==> src/rtl/water_level_sensor_driver_if.sv <==
// Sensor-side bundle for the tank level driver.
// The commander drives fill/drain; the driver returns level, sensor word and flags.
interface water_level_sensor_driver_if;
   logic       fill;
   logic       drain;
   logic [7:0] a;
   logic [2:0] level;
   logic       level_chg;
   logic       overflow;
   logic       underflow;

   modport master (
      output fill, drain,
      input  a, level, level_chg, overflow, underflow
   );

   modport slave (
      input  fill, drain,
      output a, level, level_chg, overflow, underflow
   );
endinterface

==> src/rtl/water_level_sensor_driver.sv <==
// Tank model: prescaled fill/drain stepping of a 3-bit level,
// with a one-hot sensor word and sticky over/underflow flags.
module water_level_sensor_driver #(
   parameter int unsigned TICK_DIV = 4
) (
   input logic                        clk,
   input logic                        rst,
   water_level_sensor_driver_if.slave bus
);
   localparam int unsigned PW = $clog2(TICK_DIV + 1);
   localparam logic [PW-1:0] LAST = PW'(TICK_DIV - 1);

   typedef enum logic [1:0] {
      IDLE  = 2'd0,
      FILL  = 2'd1,
      DRAIN = 2'd2
   } state_e;

   state_e        state_q, state_d, cmd;
   logic [PW-1:0] pre_q, pre_d;
   logic [2:0]    level_q, level_d;
   logic [7:0]    a_q, a_d;
   logic          chg_q, chg_d;
   logic          ovf_q, ovf_d;
   logic          unf_q, unf_d;
   logic          step;

   always_ff @(posedge clk or posedge rst) begin
      if (rst) begin
         state_q <= IDLE;
         pre_q   <= '0;
         level_q <= 3'd0;
         a_q     <= 8'd1;
         chg_q   <= 1'b0;
         ovf_q   <= 1'b0;
         unf_q   <= 1'b0;
      end else begin
         state_q <= state_d;
         pre_q   <= pre_d;
         level_q <= level_d;
         a_q     <= a_d;
         chg_q   <= chg_d;
         ovf_q   <= ovf_d;
         unf_q   <= unf_d;
      end
   end

   always_comb begin
      cmd     = IDLE;
      state_d = state_q;
      pre_d   = '0;
      step    = 1'b0;
      level_d = level_q;
      chg_d   = 1'b0;
      ovf_d   = ovf_q;
      unf_d   = unf_q;

      // Both commands at once cancel out to IDLE
      if (bus.fill && !bus.drain) begin
         cmd = FILL;
      end else if (bus.drain && !bus.fill) begin
         cmd = DRAIN;
      end
      state_d = cmd;

      if (cmd == state_q && state_q != IDLE) begin
         if (pre_q == LAST) begin
            step = 1'b1;
         end else begin
            pre_d = pre_q + 1'b1;
         end
      end

      if (step) begin
         unique case (state_q)
            FILL: begin
               if (level_q != 3'd7) begin
                  level_d = level_q + 3'd1;
                  chg_d   = 1'b1;
                  unf_d   = 1'b0;
               end else begin
                  ovf_d = 1'b1;
               end
            end
            DRAIN: begin
               if (level_q != 3'd0) begin
                  level_d = level_q - 3'd1;
                  chg_d   = 1'b1;
                  ovf_d   = 1'b0;
               end else begin
                  unf_d = 1'b1;
               end
            end
            default: ;
         endcase
      end

      // Word tracks the next level so it lands on the same edge
      a_d = 8'd1 << level_d;
   end

   assign bus.a         = a_q;
   assign bus.level     = level_q;
   assign bus.level_chg = chg_q;
   assign bus.overflow  = ovf_q;
   assign bus.underflow = unf_q;
endmodule

==> src/flat_wrapper.sv <==
// flat-port wrapper written by rule: the top's interface ports become plain ports
module water_level_sensor_driver_flat 
#(
   parameter int unsigned TICK_DIV = 4
)
  (clk, rst, bus_fill, bus_drain, bus_a, bus_level, bus_level_chg, bus_overflow, bus_underflow);
  water_level_sensor_driver_if bus_i ();
  input logic clk;
  input logic rst;
  input wire logic [$bits(bus_i.fill)-1:0] bus_fill;
  input wire logic [$bits(bus_i.drain)-1:0] bus_drain;
  output wire logic [$bits(bus_i.a)-1:0] bus_a;
  output wire logic [$bits(bus_i.level)-1:0] bus_level;
  output wire logic [$bits(bus_i.level_chg)-1:0] bus_level_chg;
  output wire logic [$bits(bus_i.overflow)-1:0] bus_overflow;
  output wire logic [$bits(bus_i.underflow)-1:0] bus_underflow;
  assign bus_i.fill = bus_fill;
  assign bus_i.drain = bus_drain;
  assign bus_a = bus_i.a;
  assign bus_level = bus_i.level;
  assign bus_level_chg = bus_i.level_chg;
  assign bus_overflow = bus_i.overflow;
  assign bus_underflow = bus_i.underflow;
  water_level_sensor_driver #(.TICK_DIV(TICK_DIV)) u_core (.clk(clk), .rst(rst), .bus(bus_i));
endmodule
==> config.mk <==
export PLATFORM = sky130hd
export DESIGN_NAME = water_level_sensor_driver_flat
export DESIGN_NICKNAME = d
export VERILOG_FILES = /design/src/rtl/water_level_sensor_driver_if.sv /design/src/rtl/water_level_sensor_driver.sv /design/src/flat_wrapper.sv
export SDC_FILE = /design/constraint.sdc
export NUM_CORES = 1
export LEC_CHECK = 0
export CAP_MARGIN = 20
export CORE_ASPECT_RATIO = 1.5
export CORE_MARGIN = 5
export CORE_UTILIZATION = 45
export CTS_CLUSTER_SIZE = 12
export DETAILED_ROUTE_END_ITERATION = 12
export PLACE_DENSITY_LB_ADDON = 0.3
export SKIP_LAST_GASP = 1
export SYNTH_ARGS = -nofsm -noshare
export SYNTH_HDL_FRONTEND = slang
export SYNTH_SLANG_ARGS = --single-unit
==> constraint.sdc <==
create_clock -name clk -period 2.13 [get_ports clk]
set_input_delay 0.426 -clock clk [delete_from_list [all_inputs] [get_ports clk]]
set_output_delay 0.426 -clock clk [all_outputs]
set_load 0.01 [all_outputs]
==> impl_metrics.json <==
{
  "hold_viol": 0,
  "grt_usage_pct": 12.8,
  "status": "finished, final reports clean",
  "ys_types": 31,
  "clkSinkCount": 19,
  "num-nets-final": 124,
  "synth_edf_count": 0,
  "drtPass1Iterations": 4,
  "viasPerCell": 5.46,
  "tritoncts": "built",
  "p_int_mw": 0.476,
  "fin_skew_ns": 0.00191,
  "vias": 731,
  "p_sw_share_pct": 23.1,
  "synth.most_common_cell": "dfrtp_1",
  "irDropWorstVdd_mv": 0.277,
  "synth_top_area_share_pct": 46.6,
  "synthTopCellsByArea": "dfrtp_1, ha_1, nor3b_2, a22o_4, dfstp_2",
  "cts_max_path_buffers": 2,
  "p_seq_share_pct": 60.1,
  "area_delta_synth_final_pct": 35.0,
  "yosys.area.top_type": "dfrtp_1",
  "cp.arrival_ns": 2.29,
  "worstMarginPinSlew_ns": 0.368,
  "netlist_area_um2": 966,
  "first_global_vias": 685,
  "drive_gt1_share_pct": 33.0,
  "rsz0062_at_grt": "yes",
  "grt_pass1_wl_um": 2940,
  "setup_viol": 0,
  "ys_seq_area_share_pct": 49.4,
  "fmax_mhz": 477,
  "totalWireLength_um": 1920,
  "p_sw_mw": 0.143,
  "syn_avg_cell_area_um2": 12.2,
  "critPathMaxFanout": 5,
  "maxCapViolations": 0,
  "die_y_um": 66.7,
  "grt_overflow_total": 0,
  "power_frac_comb_pct": 10.9,
  "core_area_mm2": 0.00205,
  "power_leakage_nw": 0.613,
  "dp.cells": 127,
  "power_density_mw_per_mm2": 475,
  "dp_hpwl_um": 1350,
  "pwr-share-clk_pct": 29.1,
  "io_pins": 18,
  "clkTransAtPathRegs_ns": 0.10,
  "cts-root-buf": "clkbuf_4",
  "synthArstFlopShare_pct": 100,
  "fillCellCount": 158,
  "drv_slew": 0,
  "antenna_left": 0,
  "ys_warn_count": 0,
  "cts_inserted_buffers": 3,
  "critPathLaunchType": "flip-flop",
  "crit_type": "flip-flop to flip-flop",
  "syn_nets": 90,
  "holdCritPathClass": "flip-flop to flip-flop",
  "fp-row-count": 20,
  "fp.dieArea_mm2": 0.00319,
  "antennaDiodeCount": 0,
  "cp.required_ns": 2.33,
  "synth-seq-cells": 19,
  "end_kind": "flip-flop",
  "drtIter0Drc": 16,
  "grt_max_degree": 20,
  "antenna_found_initial": 0,
  "synth_commonest_cells": "dfrtp_1, ha_1, nor2_1, inv_1, nand2_1",
  "drc": 0,
  "stdcell_count": 134,
  "wire_per_inst_um": 14.4,
  "io_buffers": 17,
  "gp_congestion": 0.762,
  "slew_headroom_pct": 75.2,
  "yosys_most_used_dff": "dfrtp_1",
  "period_share_pct": 98.3,
  "clock_latency_ns": 0.30,
  "initial_core_util_pct": 47.1,
  "die_w_um": 47.8,
  "cts-htree-levels": 1,
  "power_mw": 0.619,
  "syn-instance-count": 79,
  "fin_crit_ns": 2.09
}
## critical path, cell delays in order, from the launching register on
cell	delay, ns
dfrtp_1	0.38
inv_1	0.09
ha_4	0.26
or3b_4	0.37
or3b_4	0.44
a22o_4	0.28
and3_1	0.17
## worst paths after layout
path	cells after the start	to	startpoint	slack [ns]
max in group asynchronous	3	u_core.bus.a[0]	rst	1.42
min in group asynchronous	3	u_core.state_q[0]	rst	0.46
hold / removal	1	u_core.pre_q[0]	u_core.pre_q[0]	0.43
setup reg to reg	6	u_core.bus.a[7]	u_core.state_q[1]	0.04
setup / recovery	6	u_core.bus.a[7]	u_core.state_q[1]	0.04
hold reg to reg	1	u_core.pre_q[0]	u_core.pre_q[0]	0.43
## through the flow
| stage | setup slack [ns] | utilization (%) | setup TNS, ns | cell area [um2] | hold WS, ns |
|---|---|---|---|---|---|
| finish | 0.0352 | 63.5 | 0 | 1300 | 0.432 |
| global route | -0.0283 | 63.5 | -0.128 | 1300 | 0.448 |
| CTS | 0.00335 | 61.3 | 0 | 1260 | 0.440 |
| detailed placement | -0.267 | 60.0 | -2.44 | 1230 | 0.426 |
| global placement | -0.222 | 60.0 | -1.92 | 1230 | 0.423 |
| floorplan | 0.0864 | - | 0 | 966 | 0.376 |
## sequential cells by signal, indices dropped and copies added (netlist names)
signal / cells
u_core.bus.underflow: 1
u_core.bus.a: 8
u_core.bus.overflow: 1
u_core.state_q: 2
u_core.pre_q: 3
u_core.bus.level_chg: 1
u_core.bus.level: 3
## power by group through the flow
| stage | Clock (mW) | Combinational [mW] | Sequential [mW] |
|---|---|---|---|
| 2_1_floorplan | 0 | 0.0309 | 0.380 |
| 3_3_place_gp | 0 | 0.0617 | 0.378 |
| 3_5_place_dp | 0 | 0.0631 | 0.379 |
| 4_1_cts | 0.189 | 0.0635 | 0.372 |
| 5_1_grt | 0.200 | 0.0759 | 0.373 |
| 6_report | 0.180 | 0.0673 | 0.372 |
## cells by family after synthesis
logic type,count (synthesis),share of synthesized area (%)
flip-flops,19,49.4
AO/OA/AOI/OAI,12,11.4
AND/OR/NAND/NOR,34,25.8
multiplexers,1,1.55
adder cells (fa/ha/maj),7,9.07
XOR/XNOR,1,0.907
buffers and inverters,5,1.94
## metal layers
layer | up-vias | part of all wire [%] | GRT usage, % | routed length [um]
met4 | 0 | 1.8 | 6.06 | 35
li1 | 350 | - | - | -
met5 | - | 0 | 0 | 0
met1 | 355 | 41 | 15.7 | 789
met3 | 5 | 5.0 | 2.43 | 96
met2 | 21 | 52 | 20.7 | 1000
## repair_timing
item | 4_1_cts | 5_1_grt
setup buffers | 0 | 1
setup endpoints to repair | 0 | 8
gates resized for setup | 0 | 5
hold buffers | 0 | 0
## cell usage in the layout, fill, tap and decap left out, drive strengths merged
| cell | netlist | final |
|---|---|---|
| a211oi | 1 | 1 |
| a21boi | 1 | 1 |
| a21oi | 1 | 1 |
| a22o | 2 | 4 |
| a32oi | 1 | 1 |
| and2b | 2 | 2 |
| and3 | 3 | 3 |
| and3b | 3 | 3 |
| and4bb | 1 | 1 |
| buf | 0 | 10 |
| clkbuf | 0 | 4 |
| clkdlybuf4s50 | 0 | 17 |
| dfrtp | 18 | 18 |
| dfstp | 1 | 1 |
| ha | 7 | 7 |
| inv | 5 | 5 |
| mux2 | 1 | 1 |
| nand2 | 4 | 4 |
| nand2b | 2 | 2 |
| nor2 | 7 | 7 |
| nor2b | 3 | 3 |
| nor3 | 1 | 1 |
| nor3b | 3 | 3 |
| nor4 | 1 | 1 |
| nor4b | 1 | 1 |
| o21ai | 2 | 2 |
| o22ai | 1 | 1 |
| o31ai | 2 | 2 |
| o32a | 1 | 1 |
| or2 | 1 | 1 |
| or3b | 2 | 2 |
| xor2 | 1 | 1 |
## final cells by class
type                            instances  area, um2  area share (%)
Multi-Input combinational cell         57        507            38.9
Sequential cell                        19        479            36.8
Timing Repair Buffer                   27        245            18.8
Tap cell                               22       27.5            2.11
Clock buffer                            4       26.3            2.02
Inverter                                5       18.8            1.44
No activity file was read; power rests on OpenSTA's default activity.
